--- src/rtl/mult8_seq_ctrl.sv ---
// mult8_seq_ctrl
//   Unsigned 8x8 -> 16-bit multiplier sequencer built around one external,
//   combinational 4x4 multiplier. The four nibble partial products are run
//   through the shared multiplier one per cycle and accumulated with shifts.
//
// Ports
//   clk, rst          clock (rising edge), asynchronous active-high reset
//   in_valid/in_ready operand handshake; a (multiplicand), b (multiplier)
//   out_valid/out_ready result handshake; z = a*b, held until taken
//   mul_a, mul_b      nibbles driven to the shared 4x4 multiplier
//   mul_z             combinational product returned by that multiplier
//
// Build option
//   MULT_EARLY_OUT_EN  skip partial products whose A or B nibble is zero;
//                      latency becomes max(1, live step count). Undefined:
//                      fixed four steps.
module mult8_seq_ctrl #(
  parameter int IN_W  = 8,
  parameter int SUB_W = 4
) (
  input  logic                  clk,
  input  logic                  rst,
  input  logic                  in_valid,
  output logic                  in_ready,
  input  logic [IN_W-1:0]       a,
  input  logic [IN_W-1:0]       b,
  output logic                  out_valid,
  input  logic                  out_ready,
  output logic [2*IN_W-1:0]     z,
  output logic [SUB_W-1:0]      mul_a,
  output logic [SUB_W-1:0]      mul_b,
  input  logic [2*SUB_W-1:0]    mul_z
);

  generate
    if (IN_W != 8 || SUB_W != 4) begin : g_param_check
      $error("mult8_seq_ctrl supports only IN_W=8 and SUB_W=4");
    end
  endgenerate

  typedef enum logic [1:0] {
    IDLE,
    MUL,
    DONE
  } state_t;

  state_t      state, state_nxt;
  logic [7:0]  ra, rb;
  logic [15:0] acc;
  logic [15:0] acc_sum;
  logic [15:0] term;
  logic [1:0]  step;
  logic [1:0]  first_step;
  logic [1:0]  next_step;
  logic        last_step;
  logic        use_term;
  logic        accept;

  assign accept = in_valid & in_ready;

`ifdef MULT_EARLY_OUT_EN
  logic [3:0] live;
  logic [3:0] live_in;
  logic       has_next;

  // Step i uses A nibble i[0] and B nibble i[1]; a zero nibble kills the step.
  // Scanning from 3 down to 0 leaves the lowest qualifying index in place.
  // With no live step at all, step 0 still runs as a single dead cycle
  // (its product is zero) so the result appears one cycle after accept.
  always_comb begin
    live_in    = '0;
    first_step = '0;
    next_step  = step;
    has_next   = 1'b0;
    for (int unsigned i = 0; i < 4; i++) begin
      live_in[2'(i)] = ((i[0] ? a[7:4] : a[3:0]) != '0) &&
                       ((i[1] ? b[7:4] : b[3:0]) != '0);
    end
    for (int unsigned i = 0; i < 4; i++) begin
      if (live_in[2'(3 - i)]) begin
        first_step = 2'(3 - i);
      end
      if ((32'(step) < (3 - i)) && live[2'(3 - i)]) begin
        next_step = 2'(3 - i);
        has_next  = 1'b1;
      end
    end
    last_step = !has_next;
    use_term  = live[step];
  end

  always_ff @(posedge clk or posedge rst) begin
    if (rst) begin
      live <= '0;
    end else if (accept) begin
      live <= live_in;
    end
  end
`else
  always_comb begin
    first_step = '0;
    next_step  = step + 2'd1;
    last_step  = (step == 2'd3);
    use_term   = 1'b1;
  end
`endif

  // Partial-product weight: step0 x1, steps 1/2 x16, step3 x256.
  always_comb begin
    case (step)
      2'd0:    term = {8'h00, mul_z};
      2'd1,
      2'd2:    term = {4'h0, mul_z, 4'h0};
      default: term = {mul_z, 8'h00};
    endcase
  end

  assign acc_sum = acc + (use_term ? term : '0);

  always_ff @(posedge clk or posedge rst) begin
    if (rst) begin
      state <= IDLE;
    end else begin
      state <= state_nxt;
    end
  end

  always_comb begin
    state_nxt = state;
    in_ready  = 1'b0;
    mul_a     = '0;
    mul_b     = '0;
    out_valid = (state == DONE);
    case (state)
      IDLE: begin
        in_ready = !rst;
        if (accept) begin
          state_nxt = MUL;
        end
      end
      MUL: begin
        mul_a = step[0] ? ra[7:4] : ra[3:0];
        mul_b = step[1] ? rb[7:4] : rb[3:0];
        if (last_step) begin
          state_nxt = DONE;
        end
      end
      DONE: begin
        in_ready = !rst && out_ready;
        if (out_ready) begin
          state_nxt = in_valid ? MUL : IDLE;
        end
      end
      default: state_nxt = IDLE;
    endcase
  end

  always_ff @(posedge clk or posedge rst) begin
    if (rst) begin
      ra   <= '0;
      rb   <= '0;
      acc  <= '0;
      z    <= '0;
      step <= '0;
    end else if (accept) begin
      ra   <= a;
      rb   <= b;
      acc  <= '0;
      step <= first_step;
    end else if (state == MUL) begin
      acc  <= acc_sum;
      step <= next_step;
      if (last_step) begin
        z <= acc_sum;
      end
    end
  end

endmodule

--- config.mk ---
export PLATFORM = sky130hd
export DESIGN_NAME = mult8_seq_ctrl
export DESIGN_NICKNAME = d
export VERILOG_FILES = /design/src/rtl/mult8_seq_ctrl.sv
export SDC_FILE = /design/constraint.sdc
export NUM_CORES = 1
export LEC_CHECK = 0
export ABC_AREA = 1
export CAP_MARGIN = 20
export CORE_ASPECT_RATIO = 1.1
export CORE_MARGIN = 3
export CORE_UTILIZATION = 51
export CTS_CLUSTER_DIAMETER = 50
export DETAILED_ROUTE_END_ITERATION = 8
export GPL_ROUTABILITY_DRIVEN = 0
export PLACE_DENSITY = 0.77
export SYNTH_ARGS = -nofsm -noshare
export SYNTH_HDL_FRONTEND = slang
export SYNTH_SLANG_ARGS = --single-unit
export TNS_END_PERCENT = 20
--- constraint.sdc ---
create_clock -name clk -period 3.4 [get_ports clk]
set_clock_uncertainty 0.1 [all_clocks]
set_input_delay 0.34 -clock clk [delete_from_list [all_inputs] [get_ports clk]]
set_output_delay 0.34 -clock clk [all_outputs]
set_load 0.1 [all_outputs]
==> impl_results.md <==
* First-pass GRT wire length at around 14000 um
* Yosys cell types at 25
* Share of layout cells above drive strength 1 at between 6 and 7%
* Startpoint Class: register
* Clock Latency Late Sink at about 0.31 ns
* Mapped Cells at between 400 and 500
* WP data required at 3.51 ns
* Final setup viols at 0
* Clock tree buffer depth at 2
* Total CTS buffers at 5
* Die ar. at around 7300 um^2
* Post-CTS setup buffer count at 0
* Total wire length at about 8100 um
* Crit path max fanout at 8
* Max Cap Viol at 0
* Clk slew on worst S/H paths at about 0.1 ns
* Final worst-path cycle share at 83.7%
* # diodes at 0
* Initial DRC count at 190
* Synthesis Warnings at 0
* Vias in the first global route at 2969
* Met1 Use GR at about a third
* Setup_tns at 0 ns
* Vias per Instance at slightly above 5
* Die height at 89.2 um
* # resized after CTS at 0
* Slew HR at approximately a third
* Synth async-reset ratio at between 90% and 100%
* Root buffer selected by CTS: clkbuf_8
* DRC at 0
* Worst-margin pin slew at about 1.0 ns
* Initial antenna violation count at 0
* Post-DP HPWL at between 6000 and 7000 um
* Max Slew Vio Count at 0
* Worst setup startpoint: step[1]
* Hold Buf Count CTS at 0
* CP Class: register to register
* EDFF count, synth at 0
* Starting density of the core at between 50% and 60%
* # IOs at 54
* Global Route Usage Sum at between 20% and 30%
* IO Port Bufs at 53
* R2R Setup Slk at 0.55 ns
* Worst r2r src: step[1]
* Post-Syn Area per Cell at 7.02 um^2
* Wire per inst at between 10 and 15 um
* CTS tree: built
* Syn Std Cell Area at around 3200 um^2
* Congestion Overflow GR at 0
* Clock sink count at 52
* Routed vias at ~3000
* Seq cells post-synth at 52
* Die Width at slightly above 80 um
* Post-Syn Nets at about 500
* Unrepaired setup endpoints after global routing: no
* Global routing's busiest layer: met2
* CTS H-tree lvls at 2
* Reg-to-Reg End: z[7]
* Worst setup path end: z[7]
* Met3 usage at under 10%
* Met2 Use GR at 40.0%
* Final ANT Viol Nets at 0
* FMAX at between 300 and 400 MHz
* Final hold violations at 0
* R2R depth at 12
* Min-Delay Path Class: input port to asynchronous set/reset pin
* Largest net degree at the start of global routing at between 50 and 60
* Crit. End Element: register
* Final worst slack at between 0.5 and 0.6 ns
* Worst EP arrival at just under 3 ns
* Layout area overhead at 22.6%
* Sequential fraction of the synthesis area at between 40% and 50%
* TritonRoute pass-1 iters at 5
* Pre-CTS setup slack at about 0.64 ns
* Row Count at 29
* Total Nets Final at roughly 560
* CORE AREA at ~6000 um^2
* Prevailing post-synth register cell: dfrtp_1
* Final period demand of the worst path at ~2.8 ns
* Status: finished clean
-- synth_stat cells (3+ instances only) --
cell	count	area, um^2
a21oi_1	15	75.1
o21ai_0	12	60.1
o22ai_1	9	56.3
nor2_1	12	45.0
clkbuf_1	6	22.5
dfrtp_1	52	1300
buf_2	3	15.0
inv_1	63	236
xor2_1	4	35.0
nor3_1	3	15.0
nand3_1	43	215
ha_1	18	225
or2_2	5	31.3
nand2_1	198	743
nand3b_1	4	30.0
-- how the worst min path moves through the flow --
stage	startpoint	cells after the start	to	slack, ns
floorplan	ra[4]	2	ra[4]	0.34
global placement	rb[1]	2	rb[1]	0.36
detailed placement	rb[1]	2	rb[1]	0.36
CTS	rb[1]	2	rb[1]	0.38
global route	rst	2	z[15]	0.28
finish	rst	2	z[15]	0.27
-- critical path: stages (launching register included) --
cell     delay [ns]
dfrtp_1        0.49
inv_1          0.16
ha_1           0.33
nand2_1        0.22
o22ai_1        0.12
ha_1           0.36
nand2_1        0.12
inv_1          0.09
a21oi_1        0.15
nand2_1        0.15
or2_2          0.32
nand3_1        0.07
nand2_1        0.06
-- registers in the layout (all words and copies together) (netlist names) --
name	flops
rb	8
ra	8
acc	16
z	16
step	2
state	2
-- per-layer routing --
layer / part of all wire, % / wire length, um
met5: 0 / 0
met4: 2.1 / 166
met3: 5.5 / 442
met2: 47 / 3820
met1: 45 / 3650
-- placed cells by master, fill, tap and decap left out --
| master | instances |
|---|---|
| dfrtp_1 | 52 |
| ha_1 | 18 |
| o21ai_0 | 12 |
| fa_1 | 1 |
| xor2_1 | 4 |
| a211oi_4 | 1 |
| bufinv_16 | 1 |
| clkinv_4 | 1 |
| o22ai_1 | 9 |
| clkdlybuf4s50_1 | 43 |
| buf_12 | 1 |
| clkbuf_8 | 6 |
| nor2_1 | 12 |
| and2_1 | 1 |
| nand3b_1 | 4 |
| or2_2 | 5 |
| inv_2 | 2 |
| nand2_2 | 1 |
| nand2_1 | 198 |
| nand3_1 | 43 |
| a21oi_1 | 15 |
| nand2_4 | 1 |
| xnor2_1 | 1 |
| o211ai_1 | 1 |
| nor3_1 | 3 |
| inv_1 | 62 |
| nand4_1 | 1 |
| buf_4 | 14 |
-- through the flow --
stage	instance area [um^2]	util, %	hold slack [ns]	cells
finish	3930	66.5	0.268	590
global route	3930	66.5	0.281	590
CTS	3910	66.2	0.383	589
detailed placement	3790	64.1	0.359	581
global placement	3790	64.1	0.356	581
floorplan	3210	-	0.342	457
-- cells by family (layout without fill, tap and decap cells) --
kind of cell               count (synthesis)  count (layout)  share of synthesized area (%)
xor gates and xnor gates                   5               5                           1.36
adders and majority gates                 19              19                           7.64
and+or+nand+nor                          269             269                           34.6
DFF                                       52              52                           40.6
buffers and inverters                     74             130                           9.01
AOI/OAI and AO/OA                         38              38                           6.83
-- area by class of cell --
type,instances,area [um^2]
Clock buffer,6,82.6
Clock inverter,2,38.8
Multi-Input combinational cell,331,1620
Fill cell,552,1980
Timing Repair Buffer,58,556
Tap cell,77,96.3
Inverter,64,240
Sequential cell,52,1300
Power is not shown: default switching activity piles up to over one toggle a cycle in this logic, so the estimate is an artifact.
